<file path="config.mk">
export PLATFORM = sky130hd
export DESIGN_NAME = cp_alloc
export DESIGN_NICKNAME = d
export VERILOG_FILES = /design/src/rtl/cp_alloc.sv
export SDC_FILE = /design/constraint.sdc
export NUM_CORES = 1
export LEC_CHECK = 0
export BUFFER_PORTS_ARGS = -buffer_cell sky130_fd_sc_hd__buf_2
export CAP_MARGIN = 20
export CORE_AREA = 2 2 73 75
export CTS_CLUSTER_DIAMETER = 200
export DETAILED_ROUTE_END_ITERATION = 8
export DIE_AREA = 0 0 75 77
export PLACE_DENSITY = 0.64
export SETUP_SLACK_MARGIN = 0.2
export SYNTH_ARGS = -nofsm -noshare
export SYNTH_HDL_FRONTEND = slang
export SYNTH_SLANG_ARGS = --single-unit
</file>
<file path="constraint.sdc">
create_clock -name clock -period 3.9 [get_ports clock]
set_input_delay 0.39 -clock clock [delete_from_list [all_inputs] [get_ports clock]]
set_output_delay 0.39 -clock clock [all_outputs]
set_load 0.03 [all_outputs]
</file>
<file path="src/rtl/cp_alloc.sv">
// rtl/cp_alloc.sv - in-order circular checkpoint slot allocator with mispredict squash
// Optional statistics counters enabled by defining CP_ALLOC_STATS_EN.
module cp_alloc #(
  parameter int CP_SIZE = 8,
  parameter int IDX_W   = $clog2(CP_SIZE)
) (
  input  logic             clock,
  input  logic             reset,
  input  logic             flush,
  input  logic             alloc_req,
  output logic             alloc_ready,
  output logic [IDX_W-1:0] alloc_idx,
  output logic             check,
  output logic [IDX_W-1:0] check_idx,
  input  logic             resolve_valid,
  input  logic [IDX_W-1:0] resolve_idx,
  input  logic             resolve_mispredict,
  output logic             recover,
  output logic [IDX_W-1:0] recover_idx,
  output logic [IDX_W:0]   cp_count,
  output logic             cp_empty
`ifdef CP_ALLOC_STATS_EN
  ,
  output logic [31:0]      stat_alloc_cnt,
  output logic [31:0]      stat_mispredict_cnt,
  output logic [31:0]      stat_full_stall_cnt
`endif
);

  localparam int PW = IDX_W + 1;

  logic [PW-1:0]      head, tail;
  logic [CP_SIZE-1:0] valid, done;
  logic [IDX_W-1:0]   head_idx, tail_idx, misp_off;
  logic               mispredict, resolve_ok, release_ok, alloc_fire;

  assign head_idx   = head[IDX_W-1:0];
  assign tail_idx   = tail[IDX_W-1:0];
  assign cp_count   = tail - head;
  assign cp_empty   = (cp_count == '0);

  assign mispredict = resolve_valid && resolve_mispredict && valid[resolve_idx];
  assign resolve_ok = resolve_valid && !resolve_mispredict && valid[resolve_idx];
  // Ready looks only at registered occupancy, so a same-cycle release never unblocks a full queue.
  assign alloc_ready = reset && (cp_count < PW'(CP_SIZE)) && !mispredict;
  assign alloc_fire  = alloc_req && alloc_ready;
  assign alloc_idx   = tail_idx;
  assign check       = alloc_fire;
  assign check_idx   = tail_idx;

  assign recover     = reset && !flush && mispredict;
  assign recover_idx = resolve_idx;

  // Age of the mispredicted slot relative to head; everything at or beyond it is squashed.
  assign misp_off   = resolve_idx - head_idx;
  assign release_ok = valid[head_idx] && done[head_idx] && !(mispredict && misp_off == '0);

  always_ff @(posedge clock) begin
    if (!reset) begin
      head  <= '0;
      tail  <= '0;
      valid <= '0;
      done  <= '0;
    end else if (flush) begin
      tail  <= head;
      valid <= '0;
      done  <= '0;
    end else begin
      if (mispredict) begin
        for (int i = 0; i < CP_SIZE; i++) begin
          if (IDX_W'(IDX_W'(i) - head_idx) >= misp_off) begin
            valid[i] <= 1'b0;
            done[i]  <= 1'b0;
          end
        end
        tail <= head + PW'(misp_off);
      end else begin
        if (resolve_ok) done[resolve_idx] <= 1'b1;
        if (alloc_fire) begin
          valid[tail_idx] <= 1'b1;
          done[tail_idx]  <= 1'b0;
          tail            <= tail + 1'b1;
        end
      end
      if (release_ok) begin
        valid[head_idx] <= 1'b0;
        done[head_idx]  <= 1'b0;
        head            <= head + 1'b1;
      end
    end
  end

`ifdef CP_ALLOC_STATS_EN
  always_ff @(posedge clock) begin
    if (!reset) begin
      stat_alloc_cnt      <= '0;
      stat_mispredict_cnt <= '0;
      stat_full_stall_cnt <= '0;
    end else begin
      if (alloc_fire && !flush && stat_alloc_cnt != '1)
        stat_alloc_cnt <= stat_alloc_cnt + 1'b1;
      if (recover && stat_mispredict_cnt != '1)
        stat_mispredict_cnt <= stat_mispredict_cnt + 1'b1;
      if (alloc_req && !alloc_ready && stat_full_stall_cnt != '1)
        stat_full_stall_cnt <= stat_full_stall_cnt + 1'b1;
    end
  end
`endif

endmodule

</file>
Word-level counts from Yosys, hierarchy flattened
Cells that the tools add are included.
{"block": "op_classes", "add_sub_neg": 13, "magnitude_cmp": 15, "muxes": 45, "bitwise_logic": 9, "reduce_logical": 24}
{"cell": "8-bit 2-to-1 mux", "n": 14}
{"cell": "8-bit AND", "n": 3}
{"cell": "3-bit >= comparator", "n": 8}
{"cell": "1-bit 2-to-1 mux", "n": 22}
{"cell": "8-bit NOT", "n": 2}
{"cell": "8-bit bitwise OR", "n": 2}
{"cell": "1-bit logical AND", "n": 15}
{"cell": "3-bit by 4-bit < comparator with 1-bit output, second input constant", "n": 3}
{"cell": "4-bit 2-to-1 mux", "n": 3}
{"cell": "3-bit subtractor, first input constant", "n": 4}
{"cell": "1-bit binary-select mux with 3-bit select", "n": 3}
{"cell": "1-bit demux with 3-bit select", "n": 3}
{"cell": "3-bit by 1-bit >= comparator with 1-bit output, second input constant", "n": 3}
{"cell": "4-bit by 1-bit adder with 4-bit output, second input constant", "n": 2}
{"cell": "1-bit by 3-bit subtractor with 3-bit output, first input constant", "n": 2}
{"cell": "2-bit by 3-bit subtractor with 3-bit output, first input constant", "n": 2}
{"cell": "4-bit by 3-bit adder with 4-bit output", "n": 1}
{"cell": "1-bit zero test", "n": 4}
{"cell": "4-bit zero test", "n": 1}
{"cell": "4-bit < comparator, second input constant", "n": 1}
{"cell": "4-bit subtractor", "n": 1}
{"cell": "3-bit zero test", "n": 1}
{"cell": "3-bit nonzero test", "n": 1}
{"cell": "3-bit subtractor", "n": 1}
{"cell": "3 further kinds", "n": 4}
{"block": "word_totals", "reg_bits": 24, "out_inout_bits": 17, "wordCells": 110}

Logic depth before layout (Yosys ltp)
Gate-level depths: netlist (run 1).
{"block": "depth", "word_depth": 16, "mapped_depth": 12, "depth_no_buf": 12}

Least setup slack after synthesis (run 1)
No wires, ideal clock.
{"block": "synth_timing", "path_kind": "register to output", "start": "register head[2]", "end": "output port cp_empty", "arrival_ns": 2.780, "slack_ns": 0.730, "path_stages_with_launch": 8, "path_cell_list": "dfxtp_1 clkbuf_1 inv_1 ha_1 and3b_1 o21ai_0 nand2_1 nor4_1"}
{"block": "synth_between", "elab_chain_cells": 2}
{"element": "start: declaration", "line": "32", "rtl": "logic [PW-1:0] head, tail;"}
{"element": "start signal: assignment", "line": "88", "rtl": "head <= head + 1'b1;"}
{"element": "4-bit subtractor", "line": "39", "rtl": "assign cp_count = tail - head;"}
{"element": "net cp_count[3]", "line": "20", "rtl": "output logic [IDX_W:0] cp_count,"}
{"element": "4-bit zero test", "line": "40", "rtl": "assign cp_empty = (cp_count == '0);"}
{"element": "end: declaration", "line": "21", "rtl": "output logic cp_empty"}
The timed path passes the listed nets, and every way through them passes these cells.

Worst setup path in the final report (run 1)
{"block": "layout_timing", "start": "input port resolve_idx[0]", "end": "register done[0]"}
{"block": "layout_between", "elab_chain_cells": 16, "elab_cells_between_ends": 31, "classes_between": "1 x add/sub; 3 x order compare; 14 x mux; 3 x bitwise; 10 x reduce/logical"}
{"element": "start: declaration", "line": "16", "rtl": "input logic [IDX_W-1:0] resolve_idx,"}
{"element": "3-bit by 4-bit < comparator with 1-bit output (not written as such) or 3-bit by 1-bit >= comparator with 1-bit output (tied branches)", "line": "78", "rtl": "if (resolve_ok) done[resolve_idx] <= 1'b1;"}
{"element": "1-bit logical AND (not written as such)", "line": "78"}
{"element": "1-bit 2-to-1 mux (not written as such)", "line": "78"}
{"element": "1-bit demux with 3-bit select", "line": "78"}
{"element": "8-bit bitwise OR (no source line)"}
{"element": "8-bit 2-to-1 mux", "line": "78"}
{"element": "8-bit 2-to-1 mux", "line": "69", "rtl": "if (mispredict) begin"}
{"element": "8-bit 2-to-1 mux", "line": "64", "rtl": "end else if (flush) begin"}
{"element": "8-bit 2-to-1 mux", "line": "59", "rtl": "if (!reset) begin"}
{"element": "8-bit AND (no source line)"}
{"element": "8-bit 2-to-1 mux", "line": "79", "rtl": "if (alloc_fire) begin"}
{"element": "8-bit 2-to-1 mux", "line": "69"}
{"element": "8-bit 2-to-1 mux", "line": "64"}
{"element": "8-bit 2-to-1 mux", "line": "59"}
{"element": "8-bit AND (no source line)"}
{"element": "8-bit 2-to-1 mux *", "line": "85", "rtl": "if (release_ok) begin"}
{"element": "end signal: assignment", "line": "63", "rtl": "done <= '0;"}
{"element": "end signal: assignment", "line": "67", "rtl": "done <= '0;"}
{"element": "end signal: indexed assignment", "line": "87", "rtl": "done[head_idx] <= 1'b0;"}
{"element": "end: declaration", "line": "33", "rtl": "logic [CP_SIZE-1:0] valid, done;"}
Mark *: on every way between the ends. The rest lies on a longest branch, timed or not. The select of a mux whose other input is x is not followed.
A chain may end at the register's enable or synchronous reset.

==> metrics.sh, run 1 <==
OUTCOME='completed'
CTS.REPORTEDPATHS.CLKPINSLEW_NS=0.09
FINALSETUPVIOLCOUNT=0
HOLD_END='tail[3]'
FMAXACHIEVABLE_MHz=320
POSTSYNTHREGISTERBITS=24
INITIAL_UTILIZATION=0.441
DETAIL_ROUTE.VIAS_PER_CELL=5.68
CRITICAL-PATH-SLOWEST-CELL='xnor2_1'
HOLDCRITPATHCLASS='in -> reg'
PATH_MAX_FANOUT=8
EDFF_COUNT_SYNTH=0
POWERDENSITY_mW_PER_MM2=203
NUMBER_OF_NETS_STILL_FAILING_ANTENNA_CHECKS_AFTER_ROUTING=0
SYNTH_TOP_FLOP_CELL='dfxtp_1'
GRT_PASS1_WL_UM=10000
CRIT_PATH_CELL_TRACE='buf_2 > inv_2 > ha_1 > fa_1 > xnor2_1 > xnor2_1 > inv_1 > ha_1 > o21a_1 > o21ai_0 > o21ai_0 > nor3b_1'
TIMING.CRITICAL_PATH.BUF_INV=3
SWITCHINGPOWER_mW=0.138
NUM_ROWS=26
DIEWIDTH_UM=75
CTS.SINK_COUNT=24
HOLD_SLACK_NS=0.455
CTS.HOLD.BUFFERS_ADDED=0
LARGEST_NET_DEGREE_AT_THE_START_OF_GLOBAL_ROUTING=14
WORST_HOLD_STARTPOINT='reset'
HOLDPATHSTAGES=2
PERIOD_SHARE=0.802
SEQPWRFRAC=0.518
TIMING.REG2REG.SETUP_SLACK_NS=0.87
FIN_CRIT_NS=3.13
WL_PER_CELL_UM=16.8
P_INT_mW=0.342
WORSTSETUPSTARTPOINTTYPE='input pin'
MAX_STAGE_DELAY_NS=0.46
DRV_SLEW=0
FIRST_GLOBAL_VIAS=1988
FINCLKSKEW_NS=0.00325
FINALWEIGHTEDCONGESTION=0.855
SYNTH_TOP_CELL_BY_AREA='dfxtp_1'
GR-TOTAL-OVERFLOW=0
TRITONCTS='done'
FINAL_LAYOUT_SIZE_SUFFIX_GT1_FRAC=0.175
COMB_POWER_SHARE=0.172
SWITCHING_SHARE=0.288
FINALHOLDVIOLATIONS=0
P_CLK_FRAC=0.310
DIE_AR_MM2=0.00578
DRTITER0DRC=119
SYNTH.AVG_CELL_AREA_UM2=8.41
LIBRARY_CELLS_USED_BY_SYNTHESIS=59
GROUTE.USAGE.OVERALL=0.222
NUMCTSBUFFERS=3
CTS_MAX_LEVEL=1
SYNTH_SEQ_AREA_SHARE=0.219
PORT_BUFFERS=25
TOTAL_POWER_mW=0.480
DR.PASS1.ITERS=4
PLACEABLECOREAREA_MM2=0.00498
DPL.CELL_COUNT=342
DIE-HEIGHT_UM=77
WORST-ENDPOINT-ARRIVAL_NS=3.31
ROUTED-VIA-COUNT=1960
FINAL_NETS=311
HPWLAFTERDP_UM=4510
PRECTSSETUPSLACK_NS=0.501
ROUTE.FINAL.WIRE_LENGTH_UM=5790
ASYNC_SR_FLOP_FRACTION=0
POSTLAYOUTSETUPSLACKWORST_NS=0.773
IRDROPWORSTVDD_V=0.000154
TIMING.SETUP.CRITICAL_PATH_CLASS='in -> reg'
CRITICAL_PATH.ENDPOINT_TYPE='flop'
CLKLATENCYLATEPIN_NS=0.26
SYN-NUM-NETS=295
SYNTHESIS.YOSYS.WARNINGS=0
LAYOUTNONFILLERINSTCOUNT=345
DRV_CAP=0
NETLIST.AREA_LEADER.SHARE=0.219
CTS_SETUP_BUFFERS=0
FLOW.AREA_GROWTH_FROM_SYNTHESIS_PCT=7.81
RELSLEWSLACK=0.593
DIODES=0
TIMING.CRITICAL_PATH.MAX_DELAY_FAMILY='adder cells'
SYN_AREA_MM2=0.00219
CP.REQUIRED_NS=4.09
CTS-ROOT-BUF='clkbuf_8'
SYN_INST=261
LEAKAGE_nW=0.969
SETUP_REPAIR_AFTER_GLOBAL_ROUTING_MISSED_ITS_MARGIN='false'
REG2REG_TO='done[0]'
UTILIZATION=0.475
PIN_COUNT=26
WORSTMARGINPINSLEW_NS=0.609
MAX_ROOT_SINK_BUFFERS=2
PATH_DEPTH=12
FINALSETUPTNS_NS=0
ANTENNA_FOUND_INITIAL=0
DPL-INSTANCE-AREA_MM2=0.00232
CTSRESIZECOUNT=0
YOSYS-TOP-CELLS-AREA='dfxtp_1, ha_1, nand2_1'
FINAL_AREA_MM2=0.00237
R2R.WORST_PATH.CELLS=8
DRC=0
RR_STARTPOINT='head[1]'
==> metal layers <==
layer  GRT usage  vias to the layer above  share of wire  wire (um)
met4      0.0732                        0          0.013         78
met3      0.0342                        8          0.049        282
met1       0.319                      927           0.48       2780
li1            -                      962              -          -
met5           0                        -              0          0
met2       0.332                       63           0.46       2650
==> cell usage in the layout, fill, tap and decap left out, drive strengths merged, types with 3 or more instances in the layout <==
cell,n
a21boi,4
a21oi,12
a221oi,3
a31oi,5
and2,3
buf,29
clkbuf,3
dfxtp,24
fa,3
ha,22
inv,19
mux2i,6
nand2,25
nand2b,6
nor2,21
nor3,5
o21a,8
o21ai,17
o221a,3
or3,5
xnor2,7
xor2,3
==> power groups by stage <==
stage	clock [mW]	combinational, mW	sequential, mW
3_3_place_gp	0	0.0819	0.255
5_1_grt	0.168	0.0921	0.249
6_report	0.149	0.0828	0.249
2_1_floorplan	0	0.0640	0.254
4_1_cts	0.154	0.0824	0.249
3_5_place_dp	0	0.0819	0.255
==> cell usage after synthesis, drive strengths merged (3+ instances only) <==
master and count:
xor2 3, nor2 21, dfxtp 24, ha 22, buf 14, o221a 3
fa 3, inv 19, a31oi 5, a21oi 12, and2 3, nand2b 6
a221oi 3, nor3 5, nand2 25, or3 5, o21ai 17, xnor2 7
o21a 8, mux2i 6, clkbuf 4, a21boi 4
==> sequential cells by signal, summed over array words and instances (netlist names) <==
name   flops
done       8
valid      8
head       4
tail       4
==> logic make-up after synthesis <==
logic type / count (synthesis) / share of synthesized area
flip-flops: 24 / 0.219
multiplexers: 7 / 0.0376
AO/OA/AOI/OAI: 74 / 0.271
adder cells (fa/ha/maj): 26 / 0.157
AND/OR/NAND/NOR: 83 / 0.191
buffers and inverters: 37 / 0.0838
XOR/XNOR: 10 / 0.0399
==> final cells by class <==
| class | instances | area, um2 |
|---|---|---|
| fillers | 512 | 2610 |
| multi-input cells | 200 | 1530 |
| flip-flops and latches | 24 | 480 |
| repair buffers | 29 | 155 |
| well taps | 70 | 87.6 |
| inverters | 19 | 71.3 |
| clock buffers | 3 | 41.3 |
==> worst max-delay path by stage <==
stage / start / to / slack (ns)
floorplan: head[2] / cp_empty / 0.73
global placement: resolve_idx[0] / done[6] / 0.62
detailed placement: resolve_idx[0] / done[0] / 0.50
CTS: resolve_idx[0] / done[0] / 0.77
global route: resolve_idx[0] / done[0] / 0.52
finish: resolve_idx[0] / done[0] / 0.77
(Power assumes the default switching activity.)
==> run 2: changes to the inputs <==
ABC_AREA = 1   (was not set)
CORE_AREA = 2 2 78 80   (was 2 2 73 75)
DIE_AREA = 0 0 80 82   (was 0 0 75 77)
PLACE_DENSITY = 0.66   (was 0.64)
clock period = 2.55 ns   (was 3.9 ns; I/O delays follow)
==> run 2 against run 1 <==
  * Core utilization grew 4.5 points
  * Via count grew 37%
  * Setup slack lost 0.62 ns
  * Area after synthesis grew 14%
  * Combinational power grew to 11 times the previous value
  * Sequential share of layout area shrank 4.0 points
  * Flip-flop and latch count is the same
==> metrics.sh, run 2 <==
OUTCOME='completed'
CTS.SINK_COUNT=24
WORSTMARGINPINSLEW_NS=0.513
FINCLKSKEW_NS=0.00287
SYN-NUM-NETS=426
LAYOUT.FILLER_CELLS=597
LAYOUT_COMMONEST_CELL='nand2_1'
DR.PASS1.ITERS=5
PORT_BUFFERS=25
DIE-HEIGHT_UM=82
GR-TOTAL-OVERFLOW=0
YOSYS-TOP-CELLS-AREA='dfxtp_1, nand2_1, ha_1'
MULTI_INPUT_COMB_AREA_MM2=0.00183
CTS-ROOT-BUF='clkbuf_8'
DRV_CAP=0
ASYNC_SR_FLOP_FRACTION=0
SETUP_REPAIR_AFTER_GLOBAL_ROUTING_MISSED_ITS_MARGIN='true'
POWERDENSITY_mW_PER_MM2=558
ROUTE.FINAL.WIRE_LENGTH_UM=7240
PRECTSSETUPSLACK_NS=0.0794
NETLIST.AREA_LEADER.SHARE=0.191
AREA.SEQUENTIAL_UM2=487
WL_PER_CELL_UM=14.4
FINALSETUPVIOLCOUNT=0
NUM_ROWS=28
ROUTED-VIA-COUNT=2678
TIMING.SETUP.CRITICAL_PATH_CLASS='reg -> reg'
POSTSYNTHREGISTERBITS=24
CLKLATENCYLATEPIN_NS=0.28
NUMBER_OF_NETS_STILL_FAILING_ANTENNA_CHECKS_AFTER_ROUTING=0
DRTITER0DRC=241
COMB_POWER_SHARE=0.547
CP.REQUIRED_NS=2.74
SYNTH.MOST_COMMON_CELL='nand2_1'
GRT_PASS1_WL_UM=11300
SWITCHINGPOWER_mW=0.727
DRV_SLEW=0
FIN_CRIT_NS=2.39
SEQPWRFRAC=0.242
LIBRARY_CELLS_USED_BY_SYNTHESIS=38
LARGEST_NET_DEGREE_AT_THE_START_OF_GLOBAL_ROUTING=16
NUMCTSBUFFERS=3
CRITICAL_PATH.ENDPOINT_TYPE='flop'
SYNTH_TOP_FLOP_CELL='dfxtp_1'
SYNTH_TOP_CELLS_BY_COUNT='nand2_1, inv_1, nor2_1'
FINALSETUPTNS_NS=0
SYN_AREA_MM2=0.00251
CTS.HOLD.BUFFERS_ADDED=0
SYNTH_TOP_CELL_BY_AREA='dfxtp_1'
WORSTSETUPSTARTPOINTTYPE='flop'
REG.LARGEST.LIST='done x8, valid x8'
FINALWEIGHTEDCONGESTION=0.946
DIODES=0
CTS.REPORTEDPATHS.CLKPINSLEW_NS=0.10
SWITCHING_SHARE=0.435
P_INT_mW=0.942
LEAKAGE_nW=1.44
PLACEABLECOREAREA_MM2=0.00575
PERIOD_SHARE=0.938
FLOW.AREA_GROWTH_FROM_SYNTHESIS_PCT=19.0
MOSTFREQUENTLAYOUTCELLS='nand2_1, inv_1, nor2_1, nand3_1'
DIE_AR_MM2=0.00656
MAX_ROOT_SINK_BUFFERS=2
POSTLAYOUTSETUPSLACKWORST_NS=0.158
FMAXACHIEVABLE_MHz=418
EDFF_COUNT_SYNTH=0
CTS_MAX_LEVEL=1
SYN_INST=392
SYNTH_SEQ_AREA_SHARE=0.191
HPWLAFTERDP_UM=5380
GROUTE.USAGE.OVERALL=0.222
DETAIL_ROUTE.VIAS_PER_CELL=5.33
ANTENNA_FOUND_INITIAL=0
FINALHOLDVIOLATIONS=0
INITIAL_UTILIZATION=0.437
PATH_MAX_FANOUT=4
FIRST_GLOBAL_VIAS=2300
TRITONCTS='done'
P_CLK_FRAC=0.211
PIN_COUNT=26
DIEWIDTH_UM=80
WORST-ENDPOINT-ARRIVAL_NS=2.58
SYNTHESIS.YOSYS.WARNINGS=0
RELSLEWSLACK=0.656
DRC=0
SYNTH.AVG_CELL_AREA_UM2=6.41
HOLDCRITPATHCLASS='in -> reg'
FINAL_NETS=462
FINAL_LAYOUT_SIZE_SUFFIX_GT1_FRAC=0.234
IRDROPWORSTVDD_V=0.000294
[run 2: cell count changes after synthesis, sizes merged, moves of 8 or more]
cell	before	now
nand2	25	104
inv	19	53
nor2	21	54
nand3	1	45
o21a	8	0
nand4	2	12
[run 2: worst max-delay path: stages (launching register included)]
cell and delay, ns:
dfxtp_4 0.37, ha_4 0.16, fa_2 0.38, inv_2 0.08, nand3_2 0.09, nand2_4 0.11
clkinvlp_4 0.16, ha_4 0.32, nand2_2 0.04, o211ai_1 0.21, nand2_1 0.13, nand2_1 0.09
inv_1 0.04, nor2_1 0.07, nor2_1 0.04
[run 2: worst paths after layout]
kind                  from  endpoint  slack, ns  cells after the start
setup / recovery   head[0]  valid[4]       0.16                     14
hold reg to reg   valid[7]  valid[7]       0.49                      2
setup reg to reg   head[0]  valid[4]       0.16                     14
hold / removal       reset   head[1]       0.25                      3
[run 2: power by group through the flow]
stage / clock [mW] / combinational (mW) / sequential (mW)
after detailed placement: 0 / 0.758 / 0.410
after global placement: 0 / 0.746 / 0.411
final: 0.352 / 0.913 / 0.404
after floorplan: 0 / 0.573 / 0.417
after global routing: 0.371 / 0.995 / 0.405
after CTS: 0.358 / 0.784 / 0.402
[run 2: metrics by stage]
step           instances   util  hold slack, ns  area (um2)  total power [mW]
2_1_floorplan        392      -           0.376        2520             0.990
3_3_place_gp         488  0.471           0.477        2710              1.16
3_5_place_dp         488  0.471           0.483        2710              1.17
4_1_cts              496  0.490           0.241        2820              1.54
5_1_grt              502  0.520           0.260        2990              1.77
6_report             502  0.520           0.250        2990              1.67
[run 2: what timing repair did]
item | in CTS | in global routing
endpoints found under the setup margin | 10 | 18
pin swaps | 3 | 19
gates resized for setup | 4 | 27
buffers inserted | 4 | 6
[run 2: logic make-up (layout without fill, tap and decap cells)]
group,count (synthesis),after routing,share of synthesized area
flops,24,24,0.191
buf+inv,71,106,0.133
xor+xnor,8,8,0.0279
fa+ha+maj,25,25,0.133
simple gates,223,223,0.413
compound gates,41,41,0.101
[run 2: final cells by class]
class                           instances  share of cell area
Multi-Input combinational cell        297               0.610
Sequential cell                        24               0.163
Timing Repair Buffer                   48               0.103
Inverter                               54              0.0690
Tap cell                               75              0.0314
Clock buffer                            3              0.0138
Clock inverter                          1              0.0100
[run 2: layer usage]
metal,share of wire,up-vias,GRT usage
li1,-,1327,-
met1,0.48,1217,0.311
met2,0.44,121,0.363
met3,0.063,13,0.0253
met4,0.016,0,0.0559
met5,0,-,0
==> run 3: changes to the inputs <==
RECOVER_POWER = 25   (was not set)
==> run 3 against run 2 <==
  * Combinational power shrank 0.5%
  * Design area fell by 0.42%
  * Cell count unchanged
  * Flip-flop and latch count unchanged
  * Wire length grew 0.23%
  * First-iteration DRC count is the same
==> metrics.sh, run 3 (synthesized netlist as in run 2, its figures left out) <==
LEAKAGE_nW=1.40
FINALWEIGHTEDCONGESTION=0.946
PORT_BUFFERS=25
WORST_HOLD_STARTPOINT='reset'
TIMING.SETUP.CRITICAL_PATH_CLASS='reg -> reg'
PATH_MAX_FANOUT=4
DRV_CAP=0
DIEWIDTH_UM=80
FINAL_LAYOUT_SIZE_SUFFIX_GT1_FRAC=0.211
CTS.REPORTEDPATHS.CLKPINSLEW_NS=0.10
FINALSETUPVIOLCOUNT=0
CRIT_PATH_CELL_TRACE='ha_4 > fa_2 > inv_2 > nand3_2 > nand2_4 > clkinvlp_4 > ha_4 > nand2_2 > o211ai_1 > nand2_1 > nand2_1 > inv_1 > nor2_1 > nor2_1'
DR.PASS1.ITERS=5
NUMBER_OF_NETS_STILL_FAILING_ANTENNA_CHECKS_AFTER_ROUTING=0
DRTITER0DRC=241
NUMCTSBUFFERS=3
FINAL_NETS=462
DRV_SLEW=0
WORSTMARGINPINSLEW_NS=0.511
FINALHOLDVIOLATIONS=0
FLOW.AREA_GROWTH_FROM_SYNTHESIS_PCT=18.5
TIMING.REG2REG.SETUP_SLACK_NS=0.16
ROUTED-VIA-COUNT=2655
ROUTE.FINAL.WIRE_LENGTH_UM=7260
MAX_STAGE_DELAY_NS=0.37
FMAXACHIEVABLE_MHz=419
COMB_POWER_SHARE=0.546
HOLDCRITPATHCLASS='in -> reg'
DIE-HEIGHT_UM=82
HPWLAFTERDP_UM=5380
GR-TOTAL-OVERFLOW=0
MAX_ROOT_SINK_BUFFERS=2
DIE_AR_MM2=0.00656
LARGEST_NET_DEGREE_AT_THE_START_OF_GLOBAL_ROUTING=16
FIN_CRIT_NS=2.39
SWITCHING_SHARE=0.437
PERIOD_SHARE=0.936
SETUP_REPAIR_AFTER_GLOBAL_ROUTING_MISSED_ITS_MARGIN='true'
TIMING.CRITICAL_PATH.BUF_INV=3
GRT_PASS1_WL_UM=11300
SEQPWRFRAC=0.243
CTS-ROOT-BUF='clkbuf_8'
CRITICAL_PATH.ENDPOINT_TYPE='flop'
INITIAL_UTILIZATION=0.437
WORST-ENDPOINT-ARRIVAL_NS=2.57
P_CLK_FRAC=0.212
FINCLKSKEW_NS=0.00396
FINALSETUPTNS_NS=0
WORSTSETUPSTARTPOINTTYPE='flop'
FIRST_GLOBAL_VIAS=2300
DRC=0
REG.LARGEST.LIST='done x8, valid x8'
P_INT_mW=0.937
TRITONCTS='done'
LAYOUT_COMMONEST_CELL='nand2_1'
PLACEABLECOREAREA_MM2=0.00575
CRITICAL_PATH_LAUNCH_POINT='head[0]'
CLKLATENCYLATEPIN_NS=0.28
CTS_MAX_LEVEL=1
CRITICAL-PATH-SLOWEST-CELL='dfxtp_4'
SWITCHINGPOWER_mW=0.727
UTILIZATION=0.518
TIMING.CRITICAL_PATH.MAX_DELAY_FAMILY='adder cells'
CTS.HOLD.BUFFERS_ADDED=0
IRDROPWORSTVDD_V=0.000294
DIODES=0
RELSLEWSLACK=0.657
OUTCOME='completed'
MOSTFREQUENTLAYOUTCELLS='nand2_1, inv_1, nor2_1, nand3_1, buf_4'
PIN_COUNT=26
GROUTE.USAGE.OVERALL=0.222
WL_PER_CELL_UM=14.5
CP.REQUIRED_NS=2.74
ANTENNA_FOUND_INITIAL=0
CTS.SINK_COUNT=24
DETAIL_ROUTE.VIAS_PER_CELL=5.29
POWERDENSITY_mW_PER_MM2=559
RR_STARTPOINT='head[0]'
NUM_ROWS=28
run 3: cell count changes in the layout (fill, tap and decap cells not counted), sizes merged:
cell    before  now
clkbuf       4   14
buf         47   37
run 3: what timing repair did:
item,CTS,global route
pin swaps,3,19
buffers inserted,4,6
setup endpoints to repair,10,18
gates resized for setup,4,27
endpoints found under the hold margin,0,0
gates cloned,0,0
run 3: per-layer routing:
metal / vias to the layer above / global-route usage / wire length (um)
met1: 1193 / 0.311 / 3420
met5: - / 0 / 0
met2: 121 / 0.363 / 3220
met4: 0 / 0.0559 / 113
li1: 1328 / - / -
met3: 13 / 0.0253 / 503
run 3: final timing paths:
| check | endpoint | cells after the start |
|---|---|---|
| min reg2reg | valid[7] | 2 |
| max | valid[4] | 14 |
| min | head[1] | 3 |
| max reg2reg | valid[4] | 14 |
run 3: cell type report:
| type | instances | area [um2] |
|---|---|---|
| flip-flops and latches | 24 | 487 |
| multi-input cells | 297 | 1830 |
| clock buffers | 3 | 41.3 |
| inverters | 54 | 206 |
| well taps | 75 | 93.8 |
| fillers | 602 | 2770 |
| repair buffers | 48 | 294 |
| clock inverters | 1 | 30.0 |
run 3: metrics by stage:
| step | total power, mW | hold WS (ns) | cell area (um2) | std cells | worst slack [ns] |
|---|---|---|---|---|---|
| final | 1.66 | 0.249 | 2980 | 502 | 0.164 |
| after global routing | 1.77 | 0.260 | 2980 | 502 | 0.0577 |
| after CTS | 1.54 | 0.241 | 2820 | 496 | 0.165 |
| after detailed placement | 1.17 | 0.483 | 2710 | 488 | 0.0794 |
| after global placement | 1.16 | 0.477 | 2710 | 488 | 0.144 |
| after floorplan | 0.990 | 0.376 | 2520 | 392 | 0.209 |
run 3: worst reg2reg max path, cell delays in order, from the launching register on:
cell        delay, ns
dfxtp_4          0.37
ha_4             0.16
fa_2             0.37
inv_2            0.08
nand3_2          0.09
nand2_4          0.10
clkinvlp_4       0.16
ha_4             0.32
nand2_2          0.04
o211ai_1         0.21
nand2_1          0.13
nand2_1          0.09
inv_1            0.04
nor2_1           0.08
nor2_1           0.04
run 3: power groups by stage:
| stage | clock network, mW | registers, mW | logic (mW) |
|---|---|---|---|
| after floorplan | 0 | 0.417 | 0.573 |
| after global placement | 0 | 0.411 | 0.746 |
| after detailed placement | 0 | 0.410 | 0.758 |
| after CTS | 0.358 | 0.402 | 0.784 |
| after global routing | 0.371 | 0.406 | 0.991 |
| final | 0.353 | 0.404 | 0.908 |
